**src/rtl/palette_read_arbiter.sv**
```systemverilog
// Arbitrates a shared combinational palette among requesters and returns
// registered RGB tagged one-hot to the winner, two cycles after accept.
module palette_read_arbiter #(
  parameter int NUM_REQ      = 4,
  parameter int IDX_W        = 4,
  parameter int STARVE_LIMIT = 8
) (
  input  logic                     Clk,
  input  logic                     Reset,
  input  logic [NUM_REQ-1:0]       req_valid,
  input  logic [NUM_REQ*IDX_W-1:0] req_index,
  output logic [NUM_REQ-1:0]       req_ready,
  output logic [IDX_W-1:0]         pal_index,
  input  logic [3:0]               pal_red,
  input  logic [3:0]               pal_green,
  input  logic [3:0]               pal_blue,
  output logic [NUM_REQ-1:0]       rsp_valid,
  output logic [3:0]               rsp_red,
  output logic [3:0]               rsp_green,
  output logic [3:0]               rsp_blue
);

  localparam int PTR_W = $clog2(NUM_REQ);
  localparam logic [7:0] LIMIT = 8'(STARVE_LIMIT);

  logic [PTR_W-1:0]   rr_ptr;
  logic [7:0]         starve_cnt [1:NUM_REQ-1];
  logic [PTR_W-1:0]   gnt_idx;
  logic [PTR_W-1:0]   cand_p;
  logic [NUM_REQ-1:0] grant;
  logic [IDX_W-1:0]   sel_index;
  logic               found;
  logic               accept;
  logic               s1_valid;
  logic [NUM_REQ-1:0] s1_tag;

  always_comb begin
    int cand;
    grant     = '0;
    gnt_idx   = '0;
    cand_p    = '0;
    sel_index = '0;
    found     = 1'b0;
    cand      = 0;
    // starved requesters beat the renderer, lowest index first
    for (int j = 1; j < NUM_REQ; j++) begin
      if (!found && req_valid[j] && starve_cnt[j] == LIMIT) begin
        found   = 1'b1;
        gnt_idx = PTR_W'(j);
      end
    end
    if (!found && req_valid[0]) begin
      found   = 1'b1;
      gnt_idx = '0;
    end
    for (int k = 0; k < NUM_REQ - 1; k++) begin
      cand = int'(rr_ptr) - 1 + k;
      if (cand >= NUM_REQ - 1) cand = cand - (NUM_REQ - 1);
      cand   = cand + 1;
      cand_p = cand[PTR_W-1:0];
      if (!found && req_valid[cand_p]) begin
        found   = 1'b1;
        gnt_idx = cand_p;
      end
    end
    if (found && !Reset) grant[gnt_idx] = 1'b1;
    for (int j = 0; j < NUM_REQ; j++) begin
      if (gnt_idx == PTR_W'(j)) sel_index = req_index[j*IDX_W +: IDX_W];
    end
  end

  assign req_ready = grant;
  assign accept    = |grant;

  always_ff @(posedge Clk or posedge Reset) begin
    if (Reset) begin
      rr_ptr <= PTR_W'(1);
    end else if (accept && gnt_idx != '0) begin
      if (gnt_idx == PTR_W'(NUM_REQ - 1)) rr_ptr <= PTR_W'(1);
      else                                 rr_ptr <= gnt_idx + 1'b1;
    end
  end

  always_ff @(posedge Clk or posedge Reset) begin
    if (Reset) begin
      for (int j = 1; j < NUM_REQ; j++) starve_cnt[j] <= '0;
    end else begin
      for (int j = 1; j < NUM_REQ; j++) begin
        if (!req_valid[j] || grant[j])  starve_cnt[j] <= '0;
        else if (starve_cnt[j] != LIMIT) starve_cnt[j] <= starve_cnt[j] + 8'd1;
      end
    end
  end

  always_ff @(posedge Clk or posedge Reset) begin
    if (Reset) begin
      pal_index <= '0;
      s1_tag    <= '0;
      s1_valid  <= 1'b0;
    end else begin
      s1_valid <= accept;
      if (accept) begin
        pal_index <= sel_index;
        s1_tag    <= grant;
      end
    end
  end

  always_ff @(posedge Clk or posedge Reset) begin
    if (Reset) begin
      rsp_valid <= '0;
      rsp_red   <= '0;
      rsp_green <= '0;
      rsp_blue  <= '0;
    end else begin
      rsp_valid <= s1_valid ? s1_tag : '0;
      if (s1_valid) begin
        rsp_red   <= pal_red;
        rsp_green <= pal_green;
        rsp_blue  <= pal_blue;
      end
    end
  end

endmodule

```
**config.mk**
```make
export PLATFORM = sky130hd
export DESIGN_NAME = palette_read_arbiter
export DESIGN_NICKNAME = d
export VERILOG_FILES = /design/src/rtl/palette_read_arbiter.sv
export SDC_FILE = /design/constraint.sdc
export NUM_CORES = 1
export LEC_CHECK = 0
export ABC_AREA = 1
export CORE_ASPECT_RATIO = 1.2
export CORE_MARGIN = 4
export CORE_UTILIZATION = 55
export CTS_CLUSTER_DIAMETER = 30
export DETAILED_ROUTE_END_ITERATION = 16
export HOLD_SLACK_MARGIN = 0.02
export PLACE_DENSITY_LB_ADDON = 0.12
export SYNTH_ARGS = -nofsm -noshare
export SYNTH_HDL_FRONTEND = slang
export SYNTH_SLANG_ARGS = --single-unit
```
**constraint.sdc**
```tcl
create_clock -name Clk -period 5.95 [get_ports Clk]
set_input_delay 1.19 -clock Clk [delete_from_list [all_inputs] [get_ports Clk]]
set_output_delay 1.19 -clock Clk [all_outputs]
set_load 0.02 [all_outputs]
```
==> impl_metrics.env <==
export IMPL_total_routing_usage_reported_by_global_routing_pct=18.14
export IMPL_ys_ff_latch=51
export IMPL_post_route_period_util_pct=88.58
export IMPL_insertion_delay_ps=300
export IMPL_yosys_top_cells_count="sky130_fd_sc_hd__nand2_1, sky130_fd_sc_hd__dfrtp_1, sky130_fd_sc_hd__inv_1, sky130_fd_sc_hd__nor2_1, sky130_fd_sc_hd__nand3_1"
export IMPL_synth_compound_area_share_pct=6.650
export IMPL_crit_type="primary input to output pin"
export IMPL_synth_lib_cells_used_distinct=32
export IMPL_synth_seq_area_share_pct=42.44
export IMPL_p_leak_nw=1.774
export IMPL_grt_pass1_vias=2252
export IMPL_drtIter0Drc=118
export IMPL_synth_cells=347
export IMPL_clk_transition_reported_paths_ps=90
export IMPL_ctsRootBufferMaster="sky130_fd_sc_hd__clkbuf_8"
export IMPL_synth_warnings=0
export IMPL_synthesis_area_per_instance_sq_um=8.675
export IMPL_synth_edf_count=0
export IMPL_run_status="finished clean"
export IMPL_hpwl_mm=4.580
export IMPL_setup_violations=0
export IMPL_floorplan_io_pins=58
export IMPL_grt_overflow_total=0
export IMPL_critPathMostFrequentCell="sky130_fd_sc_hd__inv_1"
export IMPL_synth_xor_area_share_pct=4.073
export IMPL_worstHoldPathType="register to register"
export IMPL_postRouteAntennaNets=0
export IMPL_post_synth_main_area_contributors="sky130_fd_sc_hd__dfrtp_1, sky130_fd_sc_hd__nand2_1, sky130_fd_sc_hd__ha_1"
export IMPL_pwr_cell_area_nw_per_um2=559.3
export IMPL_wl_mm=5.827
export IMPL_worst_r2r_path_depth=21
export IMPL_drt_first_pass_iters=4
export IMPL_routed_via_density=5.023
export IMPL_final_min_clock_period_ps=5271
export IMPL_report_final_hold_viol_count=0
export IMPL_rows=29
export IMPL_path_max_fanout=10
export IMPL_cts_htree_levels=2
export IMPL_cts_tree="done"
export IMPL_fp_dieArea_sq_um=6726
export IMPL_cts_buffers_inserted=5
export IMPL_tightest_slew_ps=681.4
export IMPL_tns_ps=0
export IMPL_timing_max_slew_rel_slack_pct=54.57
export IMPL_yosys_area_share_adder_pct=6.650
export IMPL_main_combinational_cell_family_by_area_after_synthesis="simple AND/OR/NAND/NOR gates"
export IMPL_core_area_sq_um=5298
export IMPL_globalplace_congestion=0.8801
export IMPL_worst_r2r_endpoint="rr_ptr[1]"
export IMPL_muxShareOfSynthArea_pct=4.489
export IMPL_cpLargestDelayFamily="buffers and inverters"
export IMPL_nets=457
export IMPL_top_flip_flop_cell_by_instance_count_after_synthesis="sky130_fd_sc_hd__dfrtp_1"
export IMPL_worstSetupEndpointType="output pin"
export IMPL_antenna_found_initial=0
export IMPL_synth_cell_area_sq_um=3010
export IMPL_post_synth_and_or_nand_nor_area_fraction_pct=28.14
export IMPL_cts_repair_resize_count=0
export IMPL_drc=0
export IMPL_yosysTopAreaCell="sky130_fd_sc_hd__dfrtp_1"
export IMPL_antenna_diode_count=0
export IMPL_crit_path_top_delay_cell="sky130_fd_sc_hd__clkdlybuf4s50_1"
export IMPL_finalPower_mw=2.088
export IMPL_die_h_microns=89.05
export IMPL_rr_startpoint="rr_ptr[0]"
export IMPL_worstSetupStartpointType="primary input"
export IMPL_cts_path_max_buffers=2
export IMPL_cp_num_buf_inv=6
export IMPL_port_buffer_count=57
export IMPL_fmaxAchievable_mhz=189.7
export IMPL_holdPathStages=2
export IMPL_cp_data_arrival_time_ps=4080
export IMPL_timing_critical_path_slowest_cell_delay_ps=620
export IMPL_hold_path_startpoint="s1_tag[3]"
export IMPL_dr_total_vias=2361
export IMPL_grt_start_max_net_pins=54
export IMPL_maxSlewViolCount=0
export IMPL_crit_path_cell_trace="clkdlybuf4s50_1, nand2_1, nand2_1, nand2_1, and2_1, inv_1, nor3_1, inv_1, o21a_1, inv_1, ha_1, nand2_4, inv_1, clkdlybuf4s50_1"
export IMPL_grt_first_pass_wirelength_mm=9.611
export IMPL_cp_required_ps=4760
export IMPL_fillerInstances=436
export IMPL_r2r_slack_ps=2460
export IMPL_cts_sink_count=51
export IMPL_hold_path_endpoint="rsp_valid[3]"
export IMPL_post_synth_top_count_cell="sky130_fd_sc_hd__nand2_1"
export IMPL_routedWlPerCell_microns=12.40
export IMPL_area_delta_synth_final_pct=23.98
export IMPL_proportion_of_netlist_area_held_by_the_largest_area_contributor_pct=41.56
export IMPL_grt_setup_unrepaired="no"
export IMPL_ir_worst_vdd_uv=493.3
export IMPL_maxCapViolCount=0
export IMPL_asyncSetResetFlopFracSynth_pct=100.0
export IMPL_die_w_microns=75.54
export IMPL_postCtsSetupBuffers=0
export IMPL_cts_hold_buf=0
export IMPL_final_layout_size_suffix_gt1_share_pct=16.18
export IMPL_syn_num_nets=397
export IMPL_floorplan_initialDensity_pct=56.83
export IMPL_worst_case_clock_skew_ps=4.221
==> layout make-up <==
| type | count | area (sq um) | area share (%) |
|---|---|---|---|
| flip-flops and latches | 51 | 1277 | 34.23 |
| repair buffers | 58 | 578.1 | 15.49 |
| clock buffers | 6 | 72.57 | 1.944 |
| clock inverters | 2 | 12.51 | 0.3352 |
| inverters | 55 | 209.0 | 5.598 |
| multi-input cells | 236 | 1505 | 40.33 |
| well taps | 62 | 77.57 | 2.078 |
==> state kept, by name, indices dropped and copies added (netlist names) <==
register,cells
rr_ptr,2
rsp_valid,4
pal_index,4
s1_valid,1
starve_cnt,24
rsp_green,4
rsp_red,4
s1_tag,4
rsp_blue,4
==> cells by family (layout without fill, tap and decap cells) <==
family / count (synthesis) / in the layout
AOI/OAI and AO/OA: 28 / 28
xor gates and xnor gates: 14 / 14
adders and majority gates: 16 / 16
buffers and inverters: 60 / 121
DFF: 51 / 51
muxes: 12 / 12
and+or+nand+nor: 166 / 166
==> placed cells by master, fill, tap and decap left out, types with 4 or more instances in the layout <==
master	instances
sky130_fd_sc_hd__mux2_2	12
sky130_fd_sc_hd__nand2_4	9
sky130_fd_sc_hd__nor2_1	30
sky130_fd_sc_hd__inv_1	43
sky130_fd_sc_hd__nor3_2	6
sky130_fd_sc_hd__xor2_1	11
sky130_fd_sc_hd__a21oi_1	4
sky130_fd_sc_hd__clkdlybuf4s50_1	57
sky130_fd_sc_hd__nor3_1	6
sky130_fd_sc_hd__nand3_1	28
sky130_fd_sc_hd__nand2_1	73
sky130_fd_sc_hd__dfrtp_1	50
sky130_fd_sc_hd__inv_2	11
sky130_fd_sc_hd__clkbuf_8	5
sky130_fd_sc_hd__a21oi_2	4
sky130_fd_sc_hd__ha_1	16
sky130_fd_sc_hd__o21ai_0	11
sky130_fd_sc_hd__nand2_2	5
==> metal layers <==
| layer | GRT usage, % | share of wire (%) | vias up |
|---|---|---|---|
| met5 | 0 | 0 | - |
| met4 | 6.200 | 0.88 | 0 |
| met3 | 3.487 | 5.1 | 6 |
| met2 | 31.11 | 51 | 44 |
| met1 | 22.67 | 43 | 1094 |
| li1 | - | - | 1217 |
==> through the flow <==
step / area [sq um] / setup WS (ps) / hold slack, ps / utilization [%] / std cells
finish: 3732 / 679.2 / 471.1 / 70.45 / 470
global route: 3732 / 458.5 / 501.6 / 70.45 / 470
CTS: 3732 / 686.5 / 470.8 / 70.45 / 470
detailed placement: 3647 / 688.8 / 450.4 / 68.85 / 462
global placement: 3647 / 772.6 / 449.5 / 68.85 / 462
floorplan: 3010 / 1779 / 436.8 / - / 347
==> worst min-delay path, cell delays in order, from the launching register on <==
cell and delay (ps):
sky130_fd_sc_hd__dfrtp_1 350, sky130_fd_sc_hd__nand2_1 50, sky130_fd_sc_hd__inv_1 40
==> how the worst max path moves through the flow <==
stage	startpoint	slack (ps)	cells after the start	end
CTS	req_valid[3]	690	14	req_ready[3]
global placement	req_valid[3]	770	14	req_ready[3]
finish	req_valid[3]	680	14	req_ready[3]
global route	req_valid[3]	460	15	req_ready[3]
floorplan	Reset	1780	5	req_ready[2]
detailed placement	req_valid[3]	690	14	req_ready[3]
==> power by group <==
group / switching [mW] / internal (mW)
Clock: 0.109 / 0.0824
Combinational: 0.818 / 0.542
Sequential: 0.0747 / 0.462
Total: 1.00 / 1.09
Power figures use the tool's default switching activity.
==> edit: new RTL, same settings <==
`NUM_REQ`: 4 -> 8.
--- a/src/rtl/palette_read_arbiter.sv
+++ b/src/rtl/palette_read_arbiter.sv
@@ -2,5 +2,5 @@
 // registered RGB tagged one-hot to the winner, two cycles after accept.
 module palette_read_arbiter #(
-  parameter int NUM_REQ      = 4,
+  parameter int NUM_REQ      = 8,
   parameter int IDX_W        = 4,
   parameter int STARVE_LIMIT = 8
Interface: changed (resized req_index, req_ready, req_valid and rsp_valid); port bits go from 58 to 86. No check against the original RTL was run, so the function may have changed too.
==> edit against the original RTL <==
Hold slack worse by 0.0099 ns; wire length grew to 2.9 times the old value; cell area is 130% higher; core utilization is 0.62 points lower; sequential share of layout area is 7.3 points lower; clock skew is 0.0031 ns higher; worst setup slack worse by 0.49 ns; sequential cell count is 41 higher; area after synthesis is 130% higher; synthesized cell count grew to 2.8 times the old value.
Power is left out: the tool's default activity adds up to more than one toggle a clock period on the data nets, which glitch-free logic cannot reach.
==> edit: results (changes against the original RTL) <==
placement.io_buffers: 85  # +49%
synthTopCellsByArea: "dfrtp_1, nand2_1, nand3_1, ha_1, nor2_1"
crit_fanout: 8  # -2
largest_register_ff_count: 56  # +130%
number_of_global_route_vias_before_repair: 5955  # +160%
nNonClkInverters: 129  # +130%
clock_insertion_delay_worst_skew_ns: 0.35  # +0.05 ns
detailed_place_hpwl_um: 12670  # +180%
drive_above_1_share_pct: 17.05  # +0.88 points
drt-pass1-iter-count: 5  # +1
layout.clock.cell_area_share_pct: 3.517  # +1.2 points
num-fill-cells: 1029  # +140%
routed_length_per_placed_instance_um: 13.44  # +8.4%
multiInputCombCellCount: 720  # +210%
count_of_distinct_cell_types_in_the_synthesized_netlist: 52  # +63%
worst_ep_arrival_time_ns: 4.57  # +0.49 ns
syn-num-nets: 1050  # +160%
outcome: "finished clean"
placed_cells_incl_taps: 1212  # +160%
cts_inserted_buffers: 9  # +4
first_pass_grt_wire_length_um: 27990  # +190%
detailed_place.area_mm2: 0.008107  # +120%
cts.reportedPaths.clkPinSlew_ns: 0.07  # -0.02 ns
finalClockSkew_ns: 0.007275  # +0.003054 ns
finalWirelength_um: 16670  # +190%
grt_use_total_pct: 22.89  # +4.7 points
post-synth-top-area-fraction_pct: 32.56  # -9.0 points
ys_warn_count: 0  # unchanged
cts_max_path_buffers: 2  # unchanged
initialDrtViolationCount: 622  # +430%
max_slew.worst_pin.slew_ns: 0.8122  # +0.1307 ns
synth-seq-area-share_pct: 32.94  # -9.5 points
mappedNetlistArea_mm2: 0.006993  # +130%
gp_routability_congestion: 0.9672  # +9.9%
multi_input_comb_area_mm2: 0.004167  # +180%
reg_top3: "starve_cnt (56), rsp_valid (8), s1_tag (8)"
ys_top_cells_by_count: "nand2_1, nor2_1, nand3_1"
postSynthCellCount: 960  # +180%
clock-root-buffer: "clkbuf_16"
non_clock_buffer_area_fraction_after_layout_pct: 12.78  # -2.7 points
buffers_excl_clock: 122  # +110%
clock-sinks: 92  # +80%
cts_htree_levels: 3  # +1
seq_share_pct: 26.88  # -7.3 points
final.clkbuf_count: 9  # +3
vias_per_cell: 5.220  # +3.9%
==> edit: changes by cell type after synthesis, sizes merged, moves of 12 or more <==
cell,unedited run,this run
dfrtp,50,91
xor2,11,26
nand3,30,114
nand2,87,252
nand4,4,16
ha,16,36
o21ai,16,50
inv,55,128
nor2,32,130
a21oi,8,24
==> edit: critical path: stages, from the launching register on <==
cell      delay, ns
dfstp_2        0.53
inv_1          0.05
ha_1           0.22
buf_4          0.17
nand2_1        0.13
nand2_4        0.11
ha_2           0.23
a21oi_2        0.21
nand2_1        0.07
o21bai_2       0.21
nand2_2        0.13
nand2_4        0.08
nand2_2        0.13
ha_1           0.18
xnor2_1        0.13
xor2_1         0.23
nand3_1        0.18
o21ai_2        0.13
nand4_1        0.18
nor2_1         0.16
nor2_1         0.08
nand2_2        0.11
inv_4          0.07
nor2_2         0.11
inv_1          0.11
nor2_4         0.12
clkbuf_2       0.18
==> edit: final timing paths <==
| kind | start | cells past startpoint | end | slack [ns] |
|---|---|---|---|---|
| max | rr_ptr[0]$_DFFE_PP1P_ | 26 | req_ready[6] | 0.19 |
| min | s1_tag[1]$_DFFE_PP0P_ | 2 | rsp_valid[1]$_DFF_PP0_ | 0.46 |
| max reg2reg | rr_ptr[0]$_DFFE_PP1P_ | 32 | pal_index[3]$_DFFE_PP0P_ | 0.97 |
| min reg2reg | s1_tag[1]$_DFFE_PP0P_ | 2 | rsp_valid[1]$_DFF_PP0_ | 0.46 |
| max in group asynchronous | Reset | 3 | rr_ptr[1]$_DFFE_PP0P_ | 3.55 |
| min in group asynchronous | Reset | 2 | starve_cnt[32]$_DFFE_PP0P_ | 1.23 |
==> edit: kinds of logic after synthesis <==
| kind of cell | after synthesis | synth area share (%) |
|---|---|---|
| AO/OA/AOI/OAI | 99 | 8.535 |
| XOR/XNOR | 35 | 4.706 |
| adder cells (fa/ha/maj) | 36 | 6.441 |
| buffers and inverters | 148 | 8.964 |
| flip-flops | 92 | 32.94 |
| multiplexers | 12 | 1.932 |
| AND/OR/NAND/NOR | 538 | 36.48 |
==> edit: metal layers <==
metal  part of all wire (%)  track usage [%]  vias to the layer above
met5                      0                0                        -
met4                    3.3            8.214                        0
met3                    4.3            4.048                       51
met2                     49            38.80                      180
met1                     43            29.33                     2911
li1                       -                -                     3331
==> edit: what timing repair did <==
action                                  4_1_cts  5_1_grt
endpoints found under the setup margin        8        8
pin swaps                                     2        9
buffers inserted                              1       11
resized for setup                            20       39
endpoints found under the hold margin         0        0
==> edit: stage by stage <==
stage               hold WS [ns]  setup WS (ns)  util [%]
finish                    0.4612         0.1941     69.83
global route              0.4932        -0.1041     69.83
global placement          0.4471        0.09239     66.03
floorplan                 0.4365         0.3385         -
detailed placement        0.4545        0.02204     66.03
CTS                       0.4660        0.01537     68.70
